**src/rtl/sop_arbiter_pkg.sv**
```systemverilog
// Shared types and helpers for the sum-of-products arbiter: FSM state,
// operand widths and the round-robin pick function.
package sop_arbiter_pkg;

  localparam int SEL_W  = 3;
  localparam int MINT_W = 8;
  localparam int MAX_N  = 8;

  typedef enum logic [1:0] {
    ST_IDLE = 2'd0,
    ST_EVAL = 2'd1,
    ST_RESP = 2'd2
  } state_e;

  typedef struct packed {
    logic       found;
    logic [2:0] idx;
  } pick_t;

  // First set bit of req searching upward from ptr, wrapping modulo n.
  // Descending scan so the smallest offset from ptr is the last to write.
  function automatic pick_t rr_pick(input logic [MAX_N-1:0] req,
                                    input logic [2:0]       ptr,
                                    input int               n);
    pick_t      p;
    logic [3:0] s;
    p = '0;
    for (int i = MAX_N - 1; i >= 0; i--) begin
      if (i < n) begin
        s = {1'b0, ptr} + 4'(i);
        if (s >= 4'(n)) s = s - 4'(n);
        if (req[s[2:0]]) begin
          p.found = 1'b1;
          p.idx   = s[2:0];
        end
      end
    end
    return p;
  endfunction

endpackage

```
**src/rtl/decoder38.sv**
```systemverilog
// 3-to-8 decoder with active-low outputs: y_n[a] is 0, all others 1.
module decoder38 (
  input  logic [2:0] a,
  output logic [7:0] y_n
);

  assign y_n = ~(8'b1 << a);

endmodule

```
**src/rtl/sop_arbiter.sv**
```systemverilog
// Round-robin arbiter sharing one 3-to-8 decoder among N sum-of-products
// requesters; each transaction is IDLE -> EVAL -> RESP.
module sop_arbiter
  import sop_arbiter_pkg::*;
#(
  parameter int N = 4
) (
  input  logic                   clk,
  input  logic                   reset_n,
  input  logic [N-1:0]           req,
  input  logic [SEL_W*N-1:0]     sel,
  input  logic [MINT_W*N-1:0]    mask,
  output logic [N-1:0]           gnt,
  output logic [N-1:0]           ack,
  output logic                   result,
  output logic [$clog2(N)-1:0]   result_id,
  output logic                   busy
);

  localparam int IDW = $clog2(N);

  state_e              state_q, state_d;
  logic [IDW-1:0]      ptr_q, ptr_d;
  logic [IDW-1:0]      g_q, g_d;
  logic [SEL_W-1:0]    op_sel_q, op_sel_d;
  logic [MINT_W-1:0]   op_mask_q, op_mask_d;
  logic                result_q, result_d;
  logic [MINT_W-1:0]   dec_n;
  pick_t               pick;

  // Handshake: a requester holds req high until it sees its one-cycle ack;
  // gnt marks the requester owning the decoder in EVAL and RESP.
  assign pick = rr_pick(8'(req), 3'(ptr_q), N);

  decoder38 u_dec (
    .a   (op_sel_q),
    .y_n (dec_n)
  );

  always_ff @(posedge clk or negedge reset_n) begin
    if (!reset_n) state_q <= ST_IDLE;
    else          state_q <= state_d;
  end

  always_comb begin
    state_d = state_q;
    case (state_q)
      ST_IDLE: if (pick.found) state_d = ST_EVAL;
      ST_EVAL: state_d = ST_RESP;
      ST_RESP: state_d = ST_IDLE;
      default: state_d = ST_IDLE;
    endcase
  end

  always_comb begin
    gnt       = '0;
    ack       = '0;
    result_id = '0;
    busy      = (state_q != ST_IDLE);
    if (busy) gnt[g_q] = 1'b1;
    if (state_q == ST_RESP) begin
      ack[g_q]  = 1'b1;
      result_id = g_q;
    end
  end

  assign result = result_q;

  // Operands are captured only when leaving IDLE; later changes are ignored.
  always_comb begin
    g_d       = g_q;
    op_sel_d  = op_sel_q;
    op_mask_d = op_mask_q;
    ptr_d     = ptr_q;
    result_d  = result_q;
    case (state_q)
      ST_IDLE: begin
        if (pick.found) begin
          g_d       = IDW'(pick.idx);
          op_sel_d  = sel[SEL_W*int'(g_d) +: SEL_W];
          op_mask_d = mask[MINT_W*int'(g_d) +: MINT_W];
        end
      end
      // Unselected minterms are forced high so they drop out of the NAND.
      ST_EVAL: result_d = ~&(dec_n | ~op_mask_q);
      ST_RESP: ptr_d = (g_q == IDW'(N - 1)) ? '0 : g_q + 1'b1;
      default: ;
    endcase
  end

  always_ff @(posedge clk or negedge reset_n) begin
    if (!reset_n) begin
      ptr_q     <= '0;
      g_q       <= '0;
      op_sel_q  <= '0;
      op_mask_q <= '0;
      result_q  <= 1'b0;
    end else begin
      ptr_q     <= ptr_d;
      g_q       <= g_d;
      op_sel_q  <= op_sel_d;
      op_mask_q <= op_mask_d;
      result_q  <= result_d;
    end
  end

endmodule

```
**config.mk**
```make
export PLATFORM = sky130hd
export DESIGN_NAME = sop_arbiter
export DESIGN_NICKNAME = d
export VERILOG_FILES = /design/src/rtl/sop_arbiter_pkg.sv /design/src/rtl/decoder38.sv /design/src/rtl/sop_arbiter.sv
export SDC_FILE = /design/constraint.sdc
export NUM_CORES = 1
export LEC_CHECK = 0
export ABC_CLOCK_PERIOD_IN_PS = 5200
export CAP_MARGIN = 30
export CORE_UTILIZATION = 25
export CTS_CLUSTER_DIAMETER = 120
export CTS_CLUSTER_SIZE = 30
export DETAILED_ROUTE_END_ITERATION = 10
export GPL_TIMING_DRIVEN = 0
export PLACE_DENSITY = 0.56
export SLEW_MARGIN = 10
export SYNTH_ARGS = -nofsm -noshare
export SYNTH_HDL_FRONTEND = slang
export SYNTH_SLANG_ARGS = --single-unit
```
**constraint.sdc**
```tcl
create_clock -name clk -period 5.2 [get_ports clk]
set_input_delay 1.04 -clock clk [delete_from_list [all_inputs] [get_ports clk]]
set_output_delay 1.04 -clock clk [all_outputs]
set_load 0.1 [all_outputs]
```
==> results.txt, run 1 <==
Vias per cell: 5.31. In this run the core area contains 32 standard-cell rows. The final antenna-violating net count is 0.

The overall fraction of global-route tracks in use is 16.1%. The total of warnings raised by yosys was 0; the transition time at the pin with the least slew margin was 0.963 ns. The path class of the tightest hold or removal check is reg2reg. The most used flip-flop cell after synthesis is dfrtp_1. The largest fanout on the critical path works out to 10.

For the cell area after synthesis, the log shows 0.00206 mm^2. Half-perimeter wire length of the detailed placement result: 5120 um. The initial cell density of the core came out at 26.2%. Setup repair after global routing left no endpoint under its margin. STA classifies the critical path endpoint as a register. In the routed design, unresolved DRC markers number 0. The first global-routing pass estimated 11,000 um of wire.

Static timing analysis puts the maximum clock frequency at 265 MHz. The fraction of final layout cells with drive strength greater than 1 was 9.48%. The average instance in the mapped netlist occupies 7.85 um^2. By startpoint and endpoint, the worst setup path is classified as reg2reg. The number of H-tree branching levels was 1; the sequential-to-total area share from yosys stat was 21.9%.

The layout overhead on the synthesized area is 38.6%, and the number of DRC markers after the initial detailed-route iteration is 161. For the worst setup path, the data required time is 5.32 ns. The pre-antenna-repair detailed-routing pass consisted of 4 iterations. The number of maximum-capacitance constraint violations was 0; the post-synth net total was 319.

Buffers inserted during clock tree synthesis total 3. The run gives 0 as the count of buffers added by post-CTS timing repair for setup. The cell at the root of the clock tree is clkbuf_8. The count of flip-flops with a built-in enable after synthesis is 0. Measured along the y axis, the die boundary spans 92.7 um. The number of I/O port buffers was 61. The total setup violations reported at the end of the flow is 0.

The run gives 0.00555 ns as the setup clock skew after layout. The critical path launch point was ptr_q[0]. For the static leakage, the log shows 1.07 nW.

The flow ran to the end, and the final reports show no timing, DRC or antenna violations. The number of antenna diodes in the final layout is 0. The clock drives 18 sinks.

The post-layout minimum cycle time is 3.78 ns. The total power divided by cell area came out at 707 mW/mm^2. The overflow left after global routing was 0. The congestion estimate from routability-driven global placement came to 0.808. The worst register-to-register path has a setup slack of 1.42 ns. The total design power was 0.00201 W; the initial antenna violation count was 0.

The run gives 6790 um as the final routed wirelength across all metal layers. The clock reaches the later pin of the worst-skew pair after 0.26 ns. For this run, asynchronously set or reset flops after synthesis account for 100%. The setup total negative slack was 0 ns.

The final period utilization was 72.7%; the via count of the routed design was 2,276. VDD sags by at most 0.195 mV. Data on the critical path arrives at its endpoint at 3.90 ns. After synthesis, the netlist uses 35 different library cells.

From left edge to right edge, the die measures 92.7 um. For this run, the post-layout net count is 385. The startpoint identified for the worst register-to-register timing path is ptr_q[0]. TritonCTS built the clock tree.

For the largest net degree at the start of global routing, the log shows 19. For the remaining max-slew budget at the tightest pin, the log shows 35.6%. The hold path startpoint was state_q[1].

After clock tree synthesis, the clock-pin slew on the worst setup and hold paths is 0.07 ns. The final hold violation count was 0; the gate count of the mapped netlist was 262. The via count of the first global-routing pass was 2,218; the area of the core was 0.00785 mm^2. The logs give 2 for the maximum clock insertion buffer count and 0 for the max-slew violation count. The post-synthesis sequential element count was 18; the average wire per cell in the routed design was 15.8 um.

Pin placement for this block handled 62 I/O pins. The full die area was 0.00859 mm^2. Critical path startpoint category: a register.

Post-CTS repair changed the size of 0 cells. For this design, the CTS-stage hold fixing added 0 buffers.
==> cell usage after synthesis, types with 4 or more instances <==
| master | instances | area, um^2 |
|---|---|---|
| nand2b_1 | 4 | 25.0 |
| a221o_1 | 11 | 110 |
| dfrtp_1 | 18 | 450 |
| mux2i_1 | 15 | 150 |
| nor2b_1 | 9 | 56.3 |
| and2_1 | 7 | 43.8 |
| nor3_1 | 14 | 70.1 |
| a31oi_1 | 12 | 75.1 |
| clkbuf_1 | 11 | 41.3 |
| inv_1 | 4 | 15.0 |
| a21oi_1 | 15 | 75.1 |
| o21ai_0 | 4 | 20.0 |
| buf_2 | 5 | 25.0 |
| nor2_1 | 33 | 124 |
| a211oi_1 | 11 | 82.6 |
| mux2_2 | 13 | 146 |
| ha_1 | 7 | 87.6 |
| o211ai_1 | 11 | 82.6 |
| o22ai_1 | 12 | 75.1 |
| nand2_1 | 26 | 97.6 |
==> cells in the final DEF (no fill, tap or decap), drive strengths merged, types with 12 or more instances in the layout <==
cell	synthesis	routed
a31oi	13	13
nand2	26	26
dfrtp	18	18
clkdlybuf4s50	0	61
a21oi	15	15
o22ai	12	12
mux2i	15	15
mux2	13	13
nor3	14	14
clkbuf	11	15
nor2	33	33
==> layout make-up <==
type                    instances  area, um^2
clock buffers                   4        55.1
well taps                     102         128
fillers                       833        5000
repair buffers                 61         611
plain buffers                  22         120
flip-flops and latches         18         450
inverters                       4        15.0
multi-input cells             218        1470
==> power by group <==
part | internal, W | switching [W] | leakage, nW
sequential | 0.000216 | 0.0000625 | 0.206
clock | 0.0000673 | 0.0000480 | 0.0288
combinational | 0.000619 | 0.00100 | 0.838
total | 0.000902 | 0.00111 | 1.07
==> metal layers <==
metal | part of all wire [%] | up-vias | global-route usage, %
li1 | - | 1114 | -
met1 | 47 | 1093 | 22.5
met2 | 47 | 67 | 26.2
met3 | 5.6 | 2 | 2.13
met4 | 0.10 | 0 | 3.46
met5 | 0 | - | 0
==> registers in the layout, summed over array words and instances, names as in the netlist <==
register   count
op_mask_q      8
op_sel_q       3
g_q            2
ptr_q          2
state_q        2
result         1
==> logic make-up after synthesis <==
kind of cell             Yosys count  synth area share (%)
AND/OR/NAND/NOR                   99                  22.3
AO/OA/AOI/OAI                     82                  28.4
multiplexers                      30                  16.6
buffers and inverters             26                  6.57
flip-flops                        18                  21.9
adder cells (fa/ha/maj)            7                  4.26
==> critical path, cell delays in order (launching register included) <==
cell,delay [ns]
dfrtp_1,0.41
buf_6,0.16
buf_2,0.24
buf_1,0.47
inv_1,0.19
ha_1,0.41
or3_4,0.43
a31oi_4,0.19
nand3_1,0.18
buf_4,0.26
mux2_2,0.29
o211ai_1,0.27
a31oi_1,0.12
==> per-stage QoR <==
stage | utilization [%] | worst slack, ns | instances | instance area [um^2] | hold WS, ns
final | 36.3 | 1.42 | 429 | 2850 | 0.475
after detailed placement | 35.6 | 1.45 | 425 | 2800 | 0.468
after CTS | 36.3 | 1.45 | 429 | 2850 | 0.478
after floorplan | - | 2.14 | 262 | 2060 | 0.441
after global placement | 35.6 | 1.49 | 425 | 2800 | 0.469
after global routing | 36.3 | 1.08 | 429 | 2850 | 0.513
==> worst paths after layout <==
kind	to	cells after the start
worst max-delay path	op_mask_q[0]	12
worst min-delay path	state_q[1]	1
worst max register to register	op_mask_q[0]	12
worst min register to register	state_q[1]	1
max in group asynchronous	op_mask_q[6]	1
min in group asynchronous	op_mask_q[3]	1
(Power assumes the default switching activity.)
==> run 2: changes to the inputs <==
--- a/config.mk
+++ b/config.mk
@@ -5,14 +5,14 @@
 export SDC_FILE = /design/constraint.sdc
 export NUM_CORES = 1
 export LEC_CHECK = 0
-export ABC_CLOCK_PERIOD_IN_PS = 5200
+export ABC_CLOCK_PERIOD_IN_PS = 3050
 export CAP_MARGIN = 30
 export CORE_UTILIZATION = 25
 export CTS_CLUSTER_DIAMETER = 120
 export CTS_CLUSTER_SIZE = 30
 export DETAILED_ROUTE_END_ITERATION = 10
 export GPL_TIMING_DRIVEN = 0
-export PLACE_DENSITY = 0.56
+export PLACE_DENSITY = 0.58
 export SLEW_MARGIN = 10
 export SYNTH_ARGS = -nofsm -noshare
 export SYNTH_HDL_FRONTEND = slang
==> constraint.sdc (replaced) <==
create_clock -name clk -period 3.05 [get_ports clk]
set_input_delay 0.61 -clock clk [delete_from_list [all_inputs] [get_ports clk]]
set_output_delay 0.61 -clock clk [all_outputs]
set_load 0.1 [all_outputs]
==> run 2 against run 1 <==
Worst hold slack hardly changed. Via count grew 2.9%. Setup slack worse by 1.3 ns. Sequential power increased by 71%. Sequential share of layout area down 0.92 points. Register-to-register slack lost 1.3 ns. Critical path type is now reg2out. Largest power group unchanged.
==> results.txt, run 2 (synthesized netlist as in run 1, its figures left out) <==
The via count of the first global-routing pass is 2,224 (was 2,218), and the post-layout minimum cycle time is 2.90 ns. For the sequential standard cell area, the log shows 450 um^2 (unchanged). Library cell contributing the largest single delay on the critical path: clkdlybuf4s50_1 (was buf_1).

The logs give 0 (unchanged) for the total setup violations reported at the end of the flow and 10,700 um (was 11,000 um) for the wire length of the first global-routing pass. For the worst path required time, the log shows 2.44 ns (was 5.32 ns). The total number of clock tree sinks came out at 18 (unchanged). List of cells traversed by the critical path: nor2b_1, clkbuf_1, and2_1, clkdlybuf4s50_1 (was buf_6, buf_2, buf_1, inv_1, ha_1, or3_4, a31oi_4, nand3_1, buf_4, mux2_2, o211ai_1, a31oi_1). The logs give 0.145 ns (was 1.42 ns) for the worst setup margin and 171 (was 161) for the number of DRC markers after the initial detailed-route iteration. Cell at the root of the clock tree: clkbuf_8 (unchanged).

The depth of the worst register-to-register path was 12 (unchanged); the final period utilization was 95.2%. The delay of the slowest cell on the worst path is 1.13 ns (was 0.47 ns). The total DRC errors in the routed layout is 0 (unchanged). For the half-perimeter wire length of the detailed placement result, the log shows 4940 um (was 5120 um). The largest fanout on the critical path is 9 (was 10), and the setup clock skew after layout is 0.00128 ns (was 0.00555 ns). For the overflow left after global routing, the log shows 0 (unchanged). The total placed cells including tap cells came out at 425 (unchanged). The final antenna-violating net count was 0 (unchanged). Most used cells in the layout excluding fill and tap cells: clkdlybuf4s50_1 (58), nor2_1 (32), nand2_1 (26), dfrtp_1 (18), mux2i_1 (15) (was clkdlybuf4s50_1 (61), nor2_1 (33), nand2_1 (26), dfrtp_1 (18)).

The floorplan row count is 32 (unchanged), and the maximum clock insertion buffer count is 2 (unchanged). The initial cell density of the core was 26.2% (unchanged). The tools report the number of maximum-capacitance constraint violations as 0 (unchanged). Average wire per cell in the routed design: 15.4 um (was 15.8 um).

The number of flip-flops under the largest register name works out to 8 (unchanged). The number of I/O port buffers came out at 61 (unchanged). The tools report the clock insertion delay at the later pin of the skew report as 0.25 ns (was 0.26 ns). Die height: 92.7 um (unchanged). The largest net degree at the start of global routing was 19 (unchanged). TritonCTS built the clock tree. Leading registers by flop count: op_mask_q x8, op_sel_q x3 (unchanged).

Total power divided by cell area: 1230 mW/mm^2 (was 707 mW/mm^2). The tools report the critical path capture point type as an output pin (was a register). The kind of critical path was reg2out (was reg2reg). The initial antenna violation count is 0 (unchanged), and the remaining max-slew budget at the tightest pin is 35.2% (was 35.6%).

The flow ran to the end, and the final reports show no timing, DRC or antenna violations. The tools report the multi-input combinational cell area as 0.00151 mm^2 (was 0.00147 mm^2). The fraction of final layout cells with drive strength greater than 1 is 15.2% (was 9.48%). The layout overhead on the synthesized area works out to 47.1% (was 38.6%). The clock transition time at the flip-flop clock pins of the worst setup and hold paths was 0.07 ns (about the same). The critical path startpoint category is a register (unchanged).

Based on the critical path, the design can be clocked at up to 344 MHz. The overall fraction of global-route tracks in use is 15.4% (was 16.1%). The width of the die is 92.7 um (unchanged). The transition time at the pin with the least slew margin works out to 0.969 ns (was 0.963 ns). Worst vdd rail ir drop: 0.399 mV (was 0.195 mV). The max-slew violation count was 0 (unchanged); the count of non-filler cells in the finished layout was 438 (was 429). The run gives 4 (unchanged) as the number of optimization iterations in the first detailed-route pass.

The logs give 2.29 ns (was 3.90 ns) for the endpoint arrival time on the critical path and 394 (was 385) for the number of nets at the end of the flow. The run gives 1 (unchanged) as the number of H-tree branching levels. Post-place setup slack: -0.434 ns (was 1.45 ns). The static leakage was 1.20 nW (was 1.07 nW); the worst hold path depth was 1 (unchanged). Vias per cell: 5.35 (was 5.31). For the TritonCTS buffer count, the log shows 3 (unchanged).

Most common cell after layout, fill and taps aside: clkdlybuf4s50_1 (unchanged). The number of antenna diodes was 0 (unchanged); the count of boundary I/O pins was 62 (unchanged). The tools report the final routed wirelength across all metal layers as 6730 um (was 6790 um).

Setup repair after global routing left no endpoint under its margin. The type of the worst min-delay path is reg2reg (unchanged). The tools report the area of the core as 0.00785 mm^2 (unchanged). The full die area was 0.00859 mm^2 (unchanged).

The register containing the most flip-flops in the final layout is op_mask_q (unchanged). For the final hold violation count, the log shows 0 (unchanged). The run gives 0.798 (was 0.808) as the weighted congestion reported at the end of routability-driven placement.

The via count of the routed design was 2,343 (was 2,276). Number of fillers in the final layout: 823 (was 833).
-- run 2: what timing repair did --
| action | CTS | global route |
|---|---|---|
| gates cloned | 0 | 1 |
| endpoints found under the setup margin | 14 | 17 |
| setup buffers | 1 | 7 |
| hold buffers | 0 | 0 |
| pin swaps | 1 | 6 |
| resized for setup | 8 | 20 |
-- run 2: worst paths after layout --
| kind | startpoint | end | slack (ns) |
|---|---|---|---|
| worst min-delay path | state_q[1] | state_q[1] | 0.48 |
| worst max register to register | ptr_q[0] | op_mask_q[0] | 0.17 |
| max in group asynchronous | reset_n | op_mask_q[3] | 1.69 |
| worst max-delay path | state_q[0] | ack[2] | 0.15 |
| min in group asynchronous | reset_n | g_q[1] | 0.84 |
| worst min register to register | state_q[1] | state_q[1] | 0.48 |
-- run 2: layer usage --
layer  track usage (%)  routed length (um)  vias to the layer above
li1                  -                   -                     1137
met5                 0                   0                        -
met2              25.1                3150                       68
met3              1.97                 398                        4
met4              3.08                  25                        0
met1              21.8                3160                     1134
-- run 2: power breakdown --
part	leakage (nW)	switching (W)	internal, W
registers	0.206	0.000106	0.000368
clock network	0.0288	0.0000824	0.000115
logic	0.965	0.00177	0.00126
total	1.20	0.00196	0.00175
-- run 2: worst max-delay path, delay by kind of cell, from the launching register on --
family / cells / cell delay [ns]
buf+inv: 2 / 1.39
flops: 1 / 0.38
simple gates: 2 / 0.27
-- run 2: stage by stage --
stage	power, W	util (%)	setup TNS (ns)	instance area [um^2]	hold WS [ns]
after floorplan	0.00254	-	0	2060	0.314
after global placement	0.00318	35.6	-5.27	2800	0.468
after detailed placement	0.00320	35.6	-5.23	2800	0.469
after CTS	0.00347	36.9	0	2900	0.479
after global routing	0.00396	38.6	0	3030	0.500
final	0.00371	38.6	0	3030	0.475
-- run 2: layout make-up --
| cell class | instances | share of cell area [%] |
|---|---|---|
| inverters | 4 | 0.620 |
| well taps | 102 | 4.22 |
| multi-input cells | 218 | 50.0 |
| clock buffers | 4 | 1.82 |
| plain buffers | 22 | 5.21 |
| flip-flops and latches | 18 | 14.9 |
| repair buffers | 70 | 23.2 |
